**src/rtl/mem_port_arbiter_if.sv**
```systemverilog
// Bus bundle between the core-side requesters, the arbiter and the memory.
// slave: arbiter view (fetch/data requests and memory response in).
// master: environment view (drives requests, answers memory accesses).
interface mem_port_arbiter_if #(
    parameter int AW = 8,
    parameter int DW = 16
);
    logic          f_req;
    logic [AW-1:0] f_addr;
    logic          f_ack;
    logic [DW-1:0] f_rdata;
    logic          d_req;
    logic          d_we;
    logic [AW-1:0] d_addr;
    logic [DW-1:0] d_wdata;
    logic          d_ack;
    logic [DW-1:0] d_rdata;
    logic          m_en;
    logic          m_we;
    logic [AW-1:0] m_addr;
    logic [DW-1:0] m_wdata;
    logic [DW-1:0] m_rdata;
    logic          m_ready;
    logic          err;
    logic          busy;

    modport slave (
        input  f_req, f_addr, d_req, d_we, d_addr, d_wdata,
        input  m_rdata, m_ready,
        output f_ack, f_rdata, d_ack, d_rdata,
        output m_en, m_we, m_addr, m_wdata, err, busy
    );

    modport master (
        output f_req, f_addr, d_req, d_we, d_addr, d_wdata,
        output m_rdata, m_ready,
        input  f_ack, f_rdata, d_ack, d_rdata,
        input  m_en, m_we, m_addr, m_wdata, err, busy
    );
endinterface

```
**src/rtl/mem_port_arbiter.sv**
```systemverilog
// Round-robin arbiter sharing one memory port between fetch and data sides.
// Ports: clk, rst (sync, active high), bus (slave modport of mem_port_arbiter_if).
module mem_port_arbiter #(
    parameter int AW      = 8,
    parameter int DW      = 16,
    parameter int TIMEOUT = 16
) (
    input  logic              clk,
    input  logic              rst,
    mem_port_arbiter_if.slave bus
);
    localparam int CW = (TIMEOUT > 2) ? $clog2(TIMEOUT) : 1;

    typedef enum logic [1:0] {IDLE, ACCESS, RESP} state_t;
    typedef enum logic {SIDE_FETCH, SIDE_DATA} side_t;

    state_t        state, state_n;
    side_t         last_grant, last_grant_n;
    side_t         owner, owner_n;
    side_t         grant;
    logic [CW-1:0] cnt, cnt_n;

    logic          f_ack_q, f_ack_n;
    logic          d_ack_q, d_ack_n;
    logic          err_q, err_n;
    logic          busy_q, busy_n;
    logic          m_en_q, m_en_n;
    logic          m_we_q, m_we_n;
    logic [AW-1:0] m_addr_q, m_addr_n;
    logic [DW-1:0] m_wdata_q, m_wdata_n;
    logic [DW-1:0] f_rdata_q, f_rdata_n;
    logic [DW-1:0] d_rdata_q, d_rdata_n;

    assign bus.f_ack   = f_ack_q;
    assign bus.d_ack   = d_ack_q;
    assign bus.err     = err_q;
    assign bus.busy    = busy_q;
    assign bus.m_en    = m_en_q;
    assign bus.m_we    = m_we_q;
    assign bus.m_addr  = m_addr_q;
    assign bus.m_wdata = m_wdata_q;
    assign bus.f_rdata = f_rdata_q;
    assign bus.d_rdata = d_rdata_q;

    // On a tie the side that did not win last time goes next.
    always_comb begin
        grant = SIDE_FETCH;
        if (bus.f_req && bus.d_req) begin
            grant = (last_grant == SIDE_DATA) ? SIDE_FETCH : SIDE_DATA;
        end else if (bus.d_req) begin
            grant = SIDE_DATA;
        end
    end

    always_comb begin
        state_n      = state;
        last_grant_n = last_grant;
        owner_n      = owner;
        cnt_n        = cnt;
        f_ack_n      = 1'b0;
        d_ack_n      = 1'b0;
        err_n        = 1'b0;
        m_en_n       = m_en_q;
        m_we_n       = m_we_q;
        m_addr_n     = m_addr_q;
        m_wdata_n    = m_wdata_q;
        f_rdata_n    = f_rdata_q;
        d_rdata_n    = d_rdata_q;

        unique case (state)
            IDLE: begin
                if (bus.f_req || bus.d_req) begin
                    state_n      = ACCESS;
                    owner_n      = grant;
                    last_grant_n = grant;
                    m_en_n       = 1'b1;
                    cnt_n        = '0;
                    if (grant == SIDE_DATA) begin
                        m_we_n    = bus.d_we;
                        m_addr_n  = bus.d_addr;
                        m_wdata_n = bus.d_wdata;
                    end else begin
                        m_we_n    = 1'b0;
                        m_addr_n  = bus.f_addr;
                        m_wdata_n = '0;
                    end
                end
            end
            ACCESS: begin
                // A ready on the last allowed cycle still counts as success.
                if (bus.m_ready || cnt == CW'(TIMEOUT - 1)) begin
                    state_n = RESP;
                    m_en_n  = 1'b0;
                    m_we_n  = 1'b0;
                    err_n   = !bus.m_ready;
                    if (owner == SIDE_DATA) begin
                        d_ack_n = 1'b1;
                    end else begin
                        f_ack_n = 1'b1;
                    end
                    if (bus.m_ready && !m_we_q) begin
                        if (owner == SIDE_DATA) begin
                            d_rdata_n = bus.m_rdata;
                        end else begin
                            f_rdata_n = bus.m_rdata;
                        end
                    end
                end else begin
                    cnt_n = cnt + 1'b1;
                end
            end
            RESP: begin
                state_n = IDLE;
            end
            default: begin
                state_n = IDLE;
            end
        endcase

        busy_n = (state_n != IDLE);
    end

    always_ff @(posedge clk) begin
        if (rst) begin
            state      <= IDLE;
            last_grant <= SIDE_DATA;
            owner      <= SIDE_FETCH;
            cnt        <= '0;
            f_ack_q    <= 1'b0;
            d_ack_q    <= 1'b0;
            err_q      <= 1'b0;
            busy_q     <= 1'b0;
            m_en_q     <= 1'b0;
            m_we_q     <= 1'b0;
            m_addr_q   <= '0;
            m_wdata_q  <= '0;
            f_rdata_q  <= '0;
            d_rdata_q  <= '0;
        end else begin
            state      <= state_n;
            last_grant <= last_grant_n;
            owner      <= owner_n;
            cnt        <= cnt_n;
            f_ack_q    <= f_ack_n;
            d_ack_q    <= d_ack_n;
            err_q      <= err_n;
            busy_q     <= busy_n;
            m_en_q     <= m_en_n;
            m_we_q     <= m_we_n;
            m_addr_q   <= m_addr_n;
            m_wdata_q  <= m_wdata_n;
            f_rdata_q  <= f_rdata_n;
            d_rdata_q  <= d_rdata_n;
        end
    end
endmodule

```
**src/flat_wrapper.sv**
```systemverilog
// flat-port wrapper written by rule: the top's interface ports become plain ports
module mem_port_arbiter_flat 
#(
    parameter int AW      = 8,
    parameter int DW      = 16,
    parameter int TIMEOUT = 16
)
  (clk, rst, bus_f_req, bus_f_addr, bus_d_req, bus_d_we, bus_d_addr, bus_d_wdata, bus_m_rdata, bus_m_ready, bus_f_ack, bus_f_rdata, bus_d_ack, bus_d_rdata, bus_m_en, bus_m_we, bus_m_addr, bus_m_wdata, bus_err, bus_busy);
  mem_port_arbiter_if #(.AW(AW), .DW(DW)) bus_i ();
  input  logic clk;
  input  logic rst;
  input wire logic [$bits(bus_i.f_req)-1:0] bus_f_req;
  input wire logic [$bits(bus_i.f_addr)-1:0] bus_f_addr;
  input wire logic [$bits(bus_i.d_req)-1:0] bus_d_req;
  input wire logic [$bits(bus_i.d_we)-1:0] bus_d_we;
  input wire logic [$bits(bus_i.d_addr)-1:0] bus_d_addr;
  input wire logic [$bits(bus_i.d_wdata)-1:0] bus_d_wdata;
  input wire logic [$bits(bus_i.m_rdata)-1:0] bus_m_rdata;
  input wire logic [$bits(bus_i.m_ready)-1:0] bus_m_ready;
  output wire logic [$bits(bus_i.f_ack)-1:0] bus_f_ack;
  output wire logic [$bits(bus_i.f_rdata)-1:0] bus_f_rdata;
  output wire logic [$bits(bus_i.d_ack)-1:0] bus_d_ack;
  output wire logic [$bits(bus_i.d_rdata)-1:0] bus_d_rdata;
  output wire logic [$bits(bus_i.m_en)-1:0] bus_m_en;
  output wire logic [$bits(bus_i.m_we)-1:0] bus_m_we;
  output wire logic [$bits(bus_i.m_addr)-1:0] bus_m_addr;
  output wire logic [$bits(bus_i.m_wdata)-1:0] bus_m_wdata;
  output wire logic [$bits(bus_i.err)-1:0] bus_err;
  output wire logic [$bits(bus_i.busy)-1:0] bus_busy;
  assign bus_i.f_req = bus_f_req;
  assign bus_i.f_addr = bus_f_addr;
  assign bus_i.d_req = bus_d_req;
  assign bus_i.d_we = bus_d_we;
  assign bus_i.d_addr = bus_d_addr;
  assign bus_i.d_wdata = bus_d_wdata;
  assign bus_i.m_rdata = bus_m_rdata;
  assign bus_i.m_ready = bus_m_ready;
  assign bus_f_ack = bus_i.f_ack;
  assign bus_f_rdata = bus_i.f_rdata;
  assign bus_d_ack = bus_i.d_ack;
  assign bus_d_rdata = bus_i.d_rdata;
  assign bus_m_en = bus_i.m_en;
  assign bus_m_we = bus_i.m_we;
  assign bus_m_addr = bus_i.m_addr;
  assign bus_m_wdata = bus_i.m_wdata;
  assign bus_err = bus_i.err;
  assign bus_busy = bus_i.busy;
  mem_port_arbiter #(.AW(AW), .DW(DW), .TIMEOUT(TIMEOUT)) u_core (.clk(clk), .rst(rst), .bus(bus_i));
endmodule
```
**config.mk**
```make
export PLATFORM = sky130hd
export DESIGN_NAME = mem_port_arbiter_flat
export DESIGN_NICKNAME = d
export VERILOG_FILES = /design/src/rtl/mem_port_arbiter_if.sv /design/src/rtl/mem_port_arbiter.sv /design/src/flat_wrapper.sv
export SDC_FILE = /design/constraint.sdc
export NUM_CORES = 1
export LEC_CHECK = 0
export CORE_MARGIN = 5
export CORE_UTILIZATION = 42
export CTS_CLUSTER_SIZE = 12
export DETAILED_ROUTE_END_ITERATION = 8
export GPL_ROUTABILITY_DRIVEN = 0
export MAX_ROUTING_LAYER = met4
export PLACE_DENSITY_LB_ADDON = 0.3
export SLEW_MARGIN = 10
export SYNTH_ARGS = -nofsm -noshare
export SYNTH_HDL_FRONTEND = slang
export SYNTH_SLANG_ARGS = --single-unit
```
**constraint.sdc**
```tcl
create_clock -name clk -period 1.77 [get_ports clk]
set_input_delay 0.4425 -clock clk [delete_from_list [all_inputs] [get_ports clk]]
set_output_delay 0.4425 -clock clk [all_outputs]
set_load 0.01 [all_outputs]
```
* Word level (Yosys, flattened, before mapping)
Index checks and enable logic that the tools add are counted.
Storage, ports and cells: flip-flop bits (word level) 70, latch bits 0, bits in writable memories 0, memory bits (read-only) 0, word-level logic and storage cells 57, memories kept 0
Operators by class: $add $sub $neg 1, multiply operators 0, divide/modulo/power cells 0, magnitude comparators 0, equality and inequality tests 5, shift-type cells 0, mux-type cells 19, bitwise gates (word level) 3, reductions and logical operators 15
Operators with widths (count):
- two-way mux 16 bit | 1
- two-way mux 1 bit | 9
- two-way mux 4 bit | 2
- two-way mux 8 bit | 1
- case mux 4 bit (2 select lines) | 1
- AND reduction 4 bit | 2
- AND reduction 3 bit | 2
- adder 4 x 1 -> 4 bit (second input constant) | 1
- equality test 4 bit (second input constant) | 1
- two-way mux 2 bit | 2
- != test 2 x 1 -> 1 bit (second input constant) | 2
- case mux 1 bit (2 select lines) | 2
- case mux 2 bit (2 select lines) | 1
- nonzero test 2 bit | 2
- inverter 1 bit | 3
- OR reduction 3 bit | 1
- equality test 2 x 1 -> 1 bit (second input constant) | 1
- logical AND 1 bit | 2
- logical NOT 1 bit | 2
- logical NOT 2 bit | 1
- logical OR 1 bit | 2
- != test 2 bit (second input constant) | 1
- AND reduction 2 bit | 1

* Longest topological paths before layout
Gate-level depths: netlist of run 1.
depth in word-level cells 5, mapped depth 5

* Worst setup path after synthesis of run 1
No wires, ideal clock.
path type register to register, start point register u_core.cnt[0], end point register u_core.cnt[0], setup time 0.070 ns, arrival time 1.231 ns, path slack 0.469 ns, cell stages (with the launch flop) 5, buffers on the path 0, clock period less this slack 1.301 ns, cells stage by stage dfxtp_1 ha_1 a31o_2 or3_1 a21oi_1
Between the ends: word-level cells in the longest chain between the ends 4
RTL lines:
- start: declaration | line mem_port_arbiter.sv:21 | logic [CW-1:0] cnt, cnt_n;
- start signal: assignment | line mem_port_arbiter.sv:143 | cnt <= cnt_n;
- branches (longest 4 deep; another with adder 4 x 1 -> 4 bit)
Parallel ways; which one is timed is not known. The select of a mux whose other input is x is not followed. A chain may end at the register's enable or synchronous reset.

* Final worst setup path of run 1
start point register u_core.m_addr_q[5], in the netlist u_core.bus.m_addr[5], end point output port bus_m_addr[5]
RTL lines:
- start: declaration | line mem_port_arbiter.sv:29 | logic [AW-1:0] m_addr_q, m_addr_n;
- start signal: assignment | line mem_port_arbiter.sv:150 | m_addr_q <= m_addr_n;
- end: declaration | line flat_wrapper.sv:26 | output wire logic [$bits(bus_i.m_addr)-1:0] bus_m_addr;
No word-level cell between the ends.

==> results by group, run 1 <==
CTS
  • CTS buffer count: 9
  • Count of buffers added by post-CTS timing repair for setup: 0
  • Number of sinks driven by the clock tree: 70
  • Worst-Skew Late Latency: 0.34 ns
  • Clock tree root buffer cell: sky130_fd_sc_hd__clkbuf_8
  • Clock slew at the register clock pins of the worst setup and hold paths: ~0.070 ns
  • H-tree level count: 3
  • TritonCTS clock tree: yes
  • Number of buffers on the longest clock path: 2

Floorplanning
  • Number of top-level pins: 116
  • Starting utilization of the core area: around 43%
  • Die boundary width: about 90 um
  • Area inside the core boundary: 0.00639 mm^2
  • Standard-cell row count: 29
  • Die Span Y: approximately 91 um
  • Total Die Area: 0.00831 mm^2

Place
  • Number of buffers inserted by port buffering: 115
  • Pre-CTS WS: -0.0864 ns
  • Hpwl dp: 5830 um
  • Post-placement cell area: 0.00407 mm^2

Layout
  • Layout Cell Area excl Fill: 0.00431 mm^2
  • Final-stage net count: 488
  • Antenna diode instance count: 0
  • Synth-to-layout area growth: 55.6%
  • Share of post-route cells with drive strength above 1: 10.5%

STA
  • Crit path time final: 1.68 ns
  • Final hold vios: 0
  • Setup slack of the critical path after layout: 0.0920 ns
  • Final Max Slew Viols: 0
  • Worst hold margin: 0.474 ns
  • Total negative slack for setup checks: 0 ns
  • Final setup vio count: 0
  • Transition time at the pin with the least slew margin: 0.587 ns
  • Tcrit/Tclk final: between 90% and 100%
  • Final setup skew: 0.00641 ns
  • RSZ-0062 raised after global routing: false
  • Max_slew headroom: 60.7%
  • Highest Clock Rate: 0.596 GHz

Yosys
  • Share of async-settable or async-resettable flops after synthesis: 0%
  • Leading cell type by number of instances after synthesis: sky130_fd_sc_hd__dfxtp_1
  • Biggest area consumer among synthesized cells: sky130_fd_sc_hd__dfxtp_1
  • Distinct cell type count of the synthesized netlist: 35
  • Number of instances in the synthesized netlist: 318
  • Synth Net Count: between 300 and 400
  • Synthesized flop and latch total: 70
  • Synth top area cells: sky130_fd_sc_hd__dfxtp_1 (51%), sky130_fd_sc_hd__a21oi_1 (12%), sky130_fd_sc_hd__nand3_1 (9.0%), sky130_fd_sc_hd__o21ai_0 (8.7%), sky130_fd_sc_hd__mux2i_1 (2.9%)
  • Register area share after synthesis: 50.6%
  • Synth warnings: 0
  • Area fraction of the dominant cell type after synthesis: 50.6%
  • Mean instance size in the synthesized netlist: 8.70 um^2
  • Synth Cell Area: 0.00277 mm^2
  • Top cells by instance count after synthesis: sky130_fd_sc_hd__dfxtp_1 (70), sky130_fd_sc_hd__a21oi_1 (64), sky130_fd_sc_hd__nand3_1 (50)
  • Most used flip-flop cell after synthesis: sky130_fd_sc_hd__dfxtp_1
  • Number of flops mapped to enable cells by yosys: 0

Detailed routing
  • Detail Route Antenna Nets: 0
  • Iteration count of the initial detailed-routing pass: 4
  • Total wire length after detailed routing: 8190 um
  • Number of remaining DRC errors: 0
  • Via-per-instance ratio: ~5.5
  • Routed WL per cell: 15.9 um
  • DR iter-0 viols: 184
  • Total via count after detailed routing: between 2000 and 3000

Pwr
  • Post-layout power: 3.83 mW
  • Worst vdd ir: roughly 0.61 mV
  • Static power due to leakage: 1.49 nW
  • Power density over the cells: 890 mW/mm^2

Critical path
  • CP startpoint kind: register
  • Data arrival time of the worst path: 1.24 ns
  • Worst R2R End: u_core.bus.m_addr[3]
  • Critical Path Sink Type: primary output
  • Number of buffers and inverters on the critical path: 1
  • Worst setup path startpoint: u_core.bus.m_addr[5]
  • Slowest-stage cell, CP: sky130_fd_sc_hd__clkdlybuf4s50_1
  • Length in cells of the worst reg-to-reg path: 3
  • Reg2reg start: u_core.state[1]
  • End point of the critical path: bus_m_addr[5]
  • Critical Setup Path Class: reg -> out
  • Crit path largest cell delay: 0.55 ns
  • Kind of cell adding the most delay to the critical path: buffers and inverters
  • Critical path peak fanout: 2
  • Path length in cells of the critical path: 1
  • FF-to-FF setup slack: 0.19 ns
  • Cell chain of the critical path: clkdlybuf4s50_1
  • Crit path required time: between 1 and 1.5 ns

Global route
  • Overall routing resource usage: 19.4%
  • Maximum number of pins on one net before global-route repair: 38
  • Vias in the first global route: 2718
  • Global-route wire length before repair: between 10000 and 15000 um
  • Number of antenna violations at the first check in global routing: 0
  • Overflow left after global routing: 0

Hold path
  • Worst hold path type: reg -> reg

Run
  • Number of max-capacitance violations reported: 0

Status
  • Run status: complete, no violations
-- registers in the layout, indices dropped and copies added, names as in the netlist --
register            flops
u_core.bus.f_rdata     16
u_core.last_grant       1
u_core.state            2
u_core.owner            1
u_core.bus.f_ack        1
u_core.bus.d_ack        1
u_core.bus.err          1
u_core.bus.d_rdata     16
u_core.bus.m_wdata     16
u_core.cnt              4
u_core.bus.m_addr       8
u_core.bus.busy         1
u_core.bus.m_en         1
u_core.bus.m_we         1
-- stage by stage --
stage / cells / util, %
2_1_floorplan: 318 / -
3_3_place_gp: 499 / 63.8
3_5_place_dp: 499 / 63.8
4_1_cts: 515 / 67.4
5_1_grt: 515 / 67.4
6_report: 515 / 67.4
-- placed cells by master, fill, tap and decap left out, types with 4 or more instances in the layout --
cell type                         instances
sky130_fd_sc_hd__o221ai_1                 5
sky130_fd_sc_hd__dfxtp_1                 70
sky130_fd_sc_hd__buf_12                   4
sky130_fd_sc_hd__a211oi_1                 8
sky130_fd_sc_hd__o21ai_0                 48
sky130_fd_sc_hd__nand3_1                 50
sky130_fd_sc_hd__clkdlybuf4s50_1        113
sky130_fd_sc_hd__a21oi_1                 64
sky130_fd_sc_hd__mux2i_1                  8
sky130_fd_sc_hd__buf_4                   18
sky130_fd_sc_hd__clkbuf_8                11
-- layout make-up --
| class | instances | area [um^2] |
|---|---|---|
| Fill cell | 524 | 2080 |
| Sequential cell | 70 | 1400 |
| Timing Repair Buffer | 137 | 1360 |
| Multi-Input combinational cell | 214 | 1210 |
| Clock buffer | 11 | 151 |
| Tap cell | 77 | 96.3 |
| Clock inverter | 5 | 81.3 |
| Inverter | 1 | 3.75 |
-- logic make-up (layout without fill, tap and decap cells) --
logic type                 after synthesis  after routing  share of synthesized area (%)
DFF                                     70             70                           50.6
muxes                                    8              8                           2.89
buffers and inverters                   34            154                           5.74
adders and majority gates                1              1                          0.452
AOI/OAI and AO/OA                      133            133                           26.2
and+or+nand+nor                         72             72                           14.1
-- worst min-delay path by stage --
stage | startpoint | end | slack [ns] | cells past startpoint
6_report | u_core.bus.m_wdata[12] | u_core.bus.m_wdata[12] | 0.47 | 2
5_1_grt | u_core.bus.d_rdata[14] | u_core.bus.d_rdata[14] | 0.50 | 2
4_1_cts | u_core.bus.m_wdata[12] | u_core.bus.m_wdata[12] | 0.47 | 2
3_5_place_dp | u_core.bus.m_wdata[12] | u_core.bus.m_wdata[12] | 0.47 | 2
3_3_place_gp | u_core.bus.m_wdata[1] | u_core.bus.m_wdata[1] | 0.46 | 2
2_1_floorplan | u_core.last_grant | u_core.last_grant | 0.46 | 1
-- where the power goes --
group / switching [mW] / total (mW) / internal, mW
clock: 0.590 / 1.46 / 0.870
sequential: 0.0490 / 1.70 / 1.65
combinational: 0.317 / 0.672 / 0.355
total: 0.957 / 3.83 / 2.88
-- per-layer routing --
metal  vias up  track usage (%)  wire length [um]
met1      1333             23.0              3350
met5         -                -                 0
li1       1394                -                 -
met4         0             8.07               114
met2       113             29.6              3840
met3         8             7.27               884
-- repair_timing --
action / 4_1_cts / 5_1_grt
hold buffers: 0 / 0
setup endpoints to repair: 1 / 0
gates resized for setup: 1 / 0
Note: power is estimated with default switching activity, not from simulation.
==> run 2: changes to the inputs <==
--- a/config.mk
+++ b/config.mk
@@ -7,2 +7,3 @@
 export LEC_CHECK = 0
+export CORE_ASPECT_RATIO = 0.75
 export CORE_MARGIN = 5
@@ -11,3 +12,2 @@
 export DETAILED_ROUTE_END_ITERATION = 8
-export GPL_ROUTABILITY_DRIVEN = 0
 export MAX_ROUTING_LAYER = met4
==> constraint.sdc (replaced) <==
create_clock -name clk -period 1.77 [get_ports clk]
set_input_delay 0.2655 -clock clk [delete_from_list [all_inputs] [get_ports clk]]
set_output_delay 0.2655 -clock clk [all_outputs]
set_load 0.01 [all_outputs]
==> run 2 against run 1 <==
  * Total power shrank 4.6%
  * Critical path depth is the same
  * Sequential cell count is the same
  * Critical path type unchanged
  * Largest cell class unchanged
==> results by group, run 2 (synthesized netlist as in run 1, its figures left out) <==
Status
  • Run status: complete, no violations

Hold path
  • Worst Min Path Start: rst
  • Worst hold path type: in -> reg

CTS
  • Resize count post-CTS: 0
  • Clock tree root buffer cell: sky130_fd_sc_hd__clkbuf_8
  • Count of buffers added by post-CTS timing repair for setup: 0
  • Clock slew at the register clock pins of the worst setup and hold paths: 0.07 ns
  • H-tree level count: 3
  • Number of buffers on the longest clock path: 2
  • Number of sinks driven by the clock tree: 70
  • TritonCTS clock tree: yes
  • CTS buffer count: 9
  • Hold-fix buffer count after cts: 0
  • Worst-Skew Late Latency: 0.34 ns

Critical path
  • Length in cells of the worst reg-to-reg path: 3
  • Data arrival time of the worst path: 1.33 ns
  • Critical Path Sink Type: primary output
  • Critical path peak fanout: 4
  • Crit path largest cell delay: 0.59 ns
  • FF-to-FF setup slack: around 0.24 ns
  • Slowest-stage cell, CP: sky130_fd_sc_hd__clkdlybuf4s50_1
  • CP startpoint kind: register
  • Number of buffers and inverters on the critical path: 1
  • Critical Setup Path Class: reg -> out
  • Crit path required time: approximately 1.5 ns
  • Cell chain of the critical path: clkdlybuf4s50_1
  • Worst R2R End: u_core.bus.m_addr[1]
  • End point of the critical path: bus_m_we
  • Reg2reg start: u_core.state[1]
  • Path length in cells of the critical path: 1
  • Worst setup path startpoint: u_core.bus.m_we
  • Kind of cell adding the most delay to the critical path: buffers and inverters

Floorplanning
  • Standard-cell row count: 25
  • Die Span Y: 80.3 um
  • Number of top-level pins: ~120
  • Die boundary width: 104 um
  • Area inside the core boundary: 0.00635 mm^2
  • Total Die Area: 0.00833 mm^2
  • Starting utilization of the core area: around 44%

Pwr
  • Power density over the cells: 870 mW/mm^2
  • Worst vdd ir: between 0.4 and 0.5 mV
  • Post-layout power: 3.66 mW
  • Static power due to leakage: 1.42 nW

STA
  • Final hold vios: 0
  • Final Max Slew Viols: 0
  • Max_slew headroom: 61.8%
  • Transition time at the pin with the least slew margin: 0.570 ns
  • Crit path time final: 1.60 ns
  • Final setup skew: 0.00550 ns
  • Highest Clock Rate: between 0.6 and 0.7 GHz
  • Total negative slack for setup checks: 0 ns
  • Final setup vio count: 0
  • RSZ-0062 raised after global routing: false
  • Tcrit/Tclk final: between 90% and 100%

Layout
  • FILL cells: 533
  • Layout Cell Area excl Fill: 0.00420 mm^2
  • Final-stage net count: 481
  • Antenna diode instance count: 0
  • Commonest non-fill, non-tap cells in the layout: sky130_fd_sc_hd__clkdlybuf4s50_1 (114), sky130_fd_sc_hd__dfxtp_1 (70), sky130_fd_sc_hd__a21oi_1 (64), sky130_fd_sc_hd__nand3_1 (50), sky130_fd_sc_hd__o21ai_0 (48)
  • Most common library cell in the layout ignoring fill and taps: sky130_fd_sc_hd__clkdlybuf4s50_1
  • Synth-to-layout area growth: 51.9%
  • Share of post-route cells with drive strength above 1: 8.58%

Place
  • Number of buffers inserted by port buffering: approximately 120
  • Post-placement cell area: 0.00400 mm^2
  • Routability Congestion: 0.776
  • Hpwl dp: 5630 um

Detailed routing
  • Total via count after detailed routing: roughly 2800
  • Number of remaining DRC errors: 0
  • Detail Route Antenna Nets: 0
  • Via-per-instance ratio: 5.43
  • Total wire length after detailed routing: 8150 um
  • Routed WL per cell: 15.9 um
  • Iteration count of the initial detailed-routing pass: 4
  • DR iter-0 viols: 123

Global route
  • Global-route wire length before repair: between 10000 and 15000 um
  • Overflow left after global routing: 0
  • Overall routing resource usage: 20.0%
  • Vias in the first global route: 2635
  • Maximum number of pins on one net before global-route repair: 34
  • Number of antenna violations at the first check in global routing: 0

Run
  • Number of max-capacitance violations reported: 0
## run 2: stage by stage
step / hold WS, ns / util, % / cells / worst slack (ns)
3_3_place_gp: 0.457 / 63.0 / 496 / 0.141
5_1_grt: 0.399 / 66.2 / 512 / 0.146
2_1_floorplan: 0.344 / - / 318 / 0.469
4_1_cts: 0.389 / 66.2 / 512 / 0.169
3_5_place_dp: 0.465 / 63.0 / 496 / 0.0849
6_report: 0.397 / 66.2 / 512 / 0.172
## run 2: power by group
group / internal, mW / switching (mW) / total, mW / leakage, nW
combinational: 0.334 / 0.320 / 0.655 / 0.752
clock: 0.727 / 0.579 / 1.31 / 0.0996
sequential: 1.65 / 0.0431 / 1.70 / 0.570
total: 2.71 / 0.942 / 3.66 / 1.42
## run 2: area by class of cell
cell class | count | area, um^2 | area share [%]
Timing Repair Buffer | 130 | 1280 | 30.5
Clock inverter | 3 | 42.5 | 1.01
Sequential cell | 70 | 1400 | 33.3
Multi-Input combinational cell | 214 | 1210 | 28.8
Clock buffer | 13 | 159 | 3.78
Tap cell | 81 | 101 | 2.41
Inverter | 1 | 3.75 | 0.0893
## run 2: routing by layer
layer  wire (um)  vias up  share of wire [%]  track usage (%)
li1            -     1383                  -                -
met1        3660     1301                 45             26.0
met2        3880       85                 48             30.2
met3         535       10                6.6             6.75
met4          72        0               0.88             5.05
met5           0        -                  0                -
## run 2: worst min path at each step
| stage | end | slack, ns | cells past startpoint |
|---|---|---|---|
| after floorplan | u_core.bus.err | 0.34 | 1 |
| after global routing | u_core.bus.f_rdata[6] | 0.40 | 2 |
| after CTS | u_core.bus.d_rdata[14] | 0.39 | 2 |
| after global placement | u_core.bus.m_wdata[2] | 0.46 | 2 |
| final | u_core.bus.f_rdata[14] | 0.40 | 2 |
| after detailed placement | u_core.bus.m_wdata[3] | 0.46 | 2 |
## run 2: worst reg2reg max path, stage by stage (launching register included)
cell	delay, ns
sky130_fd_sc_hd__dfxtp_1	0.37
sky130_fd_sc_hd__or2_2	0.39
sky130_fd_sc_hd__nor2_1	0.48
sky130_fd_sc_hd__a211oi_1	0.15
==> run 3: changes to the inputs <==
Settings changed: GPL_ROUTABILITY_DRIVEN set to 0, SKIP_LAST_GASP set to 1.
Clock period 1.77 ns to 1.6 ns, I/O delays scaled along.
==> run 3 against run 2 <==
  * Core utilization up 0.12 points
  * Global-route usage down 0.71 points
  * Critical endpoint unchanged
  * Non-clock buffer count up 3
==> results by group, run 3 (synthesized netlist as in run 1, its figures left out) <==
CTS
  • H-tree level count: 3
  • Number of sinks driven by the clock tree: 70
  • Clock tree root buffer cell: sky130_fd_sc_hd__clkbuf_8
  • Worst-Skew Late Latency: 0.33 ns
  • TritonCTS clock tree: yes
  • CTS buffer count: 9
  • Resize count post-CTS: 0
  • Number of buffers on the longest clock path: 2
  • Clock slew at the register clock pins of the worst setup and hold paths: about 0.070 ns
  • Count of buffers added by post-CTS timing repair for setup: 0
  • Hold-fix buffer count after cts: 0

Global route
  • Number of antenna violations at the first check in global routing: 0
  • Maximum number of pins on one net before global-route repair: 34
  • Vias in the first global route: 2640
  • Overflow left after global routing: 0
  • Global-route wire length before repair: 13000 um
  • Overall routing resource usage: 19.3%

Critical path
  • Slowest-stage cell, CP: sky130_fd_sc_hd__clkdlybuf4s50_1
  • End point of the critical path: bus_m_we
  • Crit path required time: 1.36 ns
  • Critical Setup Path Class: reg -> out
  • Reg2reg start: u_core.state[1]
  • Number of buffers and inverters on the critical path: 1
  • Worst R2R End: u_core.bus.m_addr[2]
  • Path length in cells of the critical path: 1
  • Length in cells of the worst reg-to-reg path: 3
  • FF-to-FF setup slack: roughly 0.10 ns
  • Kind of cell adding the most delay to the critical path: buffers and inverters
  • Critical path peak fanout: 4
  • Data arrival time of the worst path: 1.30 ns
  • Crit path largest cell delay: 0.59 ns
  • Cell chain of the critical path: clkdlybuf4s50_1
  • Worst setup path startpoint: u_core.bus.m_we
  • Critical Path Sink Type: primary output
  • CP startpoint kind: register

Floorplanning
  • Area inside the core boundary: 0.00635 mm^2
  • Number of top-level pins: 116
  • Total Die Area: around 0.0083 mm^2
  • Die boundary width: a little over 100 um
  • Starting utilization of the core area: 43.6%
  • Die Span Y: between 80 and 90 um
  • Standard-cell row count: 25

STA
  • Final hold vios: 0
  • Final Max Slew Viols: 0
  • Crit path time final: 1.54 ns
  • Final setup vio count: 0
  • Final setup skew: 0.00826 ns
  • RSZ-0062 raised after global routing: false
  • Tcrit/Tclk final: 96.3%
  • Transition time at the pin with the least slew margin: 0.585 ns
  • Max_slew headroom: 61.0%
  • Highest Clock Rate: 0.649 GHz
  • Total negative slack for setup checks: 0 ns

Layout
  • Share of post-route cells with drive strength above 1: 9.47%
  • FILL cells: 546
  • Fraction of the core area covered by cells at the end of the flow: between 60 and 70%
  • Non-filler cells in the finished layout: between 500 and 600
  • Area used by multi-input combinational logic: 0.00121 mm^2
  • Synth-to-layout area growth: 52.1%
  • Sequential cell area: 0.00140 mm^2
  • Layout Cell Area excl Fill: 0.00421 mm^2
  • Final-stage net count: 484
  • Commonest non-fill, non-tap cells in the layout: sky130_fd_sc_hd__clkdlybuf4s50_1 (114), sky130_fd_sc_hd__dfxtp_1 (70), sky130_fd_sc_hd__a21oi_1 (64), sky130_fd_sc_hd__nand3_1 (50), sky130_fd_sc_hd__o21ai_0 (48)
  • Antenna diode instance count: 0
  • Most common library cell in the layout ignoring fill and taps: sky130_fd_sc_hd__clkdlybuf4s50_1

Detailed routing
  • Iteration count of the initial detailed-routing pass: 4
  • Routed WL per cell: roughly 16 um
  • Detail Route Antenna Nets: 0
  • Total via count after detailed routing: 2834
  • DR iter-0 viols: 141
  • Total wire length after detailed routing: 8090 um
  • Number of remaining DRC errors: 0
  • Via-per-instance ratio: 5.51

Place
  • Post-placement cell area: between 0.004 and 0.005 mm^2
  • Number of buffers inserted by port buffering: 115
  • Total placed cells including tap cells: 499
  • Hpwl dp: 5640 um

Hold path
  • Worst Min Path Start: rst
  • Worst hold path type: in -> reg

Pwr
  • Static power due to leakage: 1.43 nW
  • Worst vdd ir: approximately 0.53 mV
  • Power density over the cells: 917 mW/mm^2

Run
  • Number of max-capacitance violations reported: 0

Status
  • Run status: complete, no violations
-- run 3: changes by cell type in the layout (fill, tap and decap cells not counted), sizes merged --
cell    before  now
bufinv       1    0
buf         16   19
clkbuf      13   11
clkinv       1    3
-- run 3: area by class of cell --
| type | instances | share of cell area, % |
|---|---|---|
| sequential | 70 | 33.3 |
| timing repair buffer | 133 | 31.3 |
| multi-input combinational | 214 | 28.8 |
| clock buffer | 11 | 3.60 |
| tap | 81 | 2.41 |
| clock inverter | 4 | 0.535 |
| inverter | 1 | 0.0892 |
-- run 3: metrics by stage --
stage               power [mW]  setup WS [ns]  hold WS (ns)
CTS                       3.90         0.0456         0.404
detailed placement        2.64        -0.0587         0.465
global placement          2.63       -0.00144         0.457
floorplan                 2.24          0.299         0.319
global route              4.06        0.00220         0.425
finish                    3.86         0.0596         0.415
-- run 3: layer usage --
metal / global-route usage, % / vias to the layer above / routed length (um)
li1: - / 1388 / -
met1: 24.5 / 1330 / 3600
met2: 30.4 / 107 / 3940
met3: 6.27 / 9 / 478
met4: 3.88 / 0 / 80
met5: - / - / 0
-- run 3: power breakdown --
| part | total [mW] | internal, mW | switching, mW |
|---|---|---|---|
| Sequential | 1.88 | 1.83 | 0.0479 |
| Clock | 1.25 | 0.630 | 0.623 |
| Combinational | 0.730 | 0.377 | 0.353 |
| Total | 3.86 | 2.84 | 1.02 |
-- run 3: worst min path at each step --
stage                     slack, ns                endpoint  depth (start not counted)
after floorplan                0.32          u_core.bus.err                          1
after global placement         0.46  u_core.bus.m_wdata[14]                          2
after detailed placement       0.47  u_core.bus.d_rdata[13]                          2
after CTS                      0.40         u_core.bus.m_we                          2
after global routing           0.42           u_core.cnt[2]                          2
final                          0.41         u_core.bus.m_we                          2
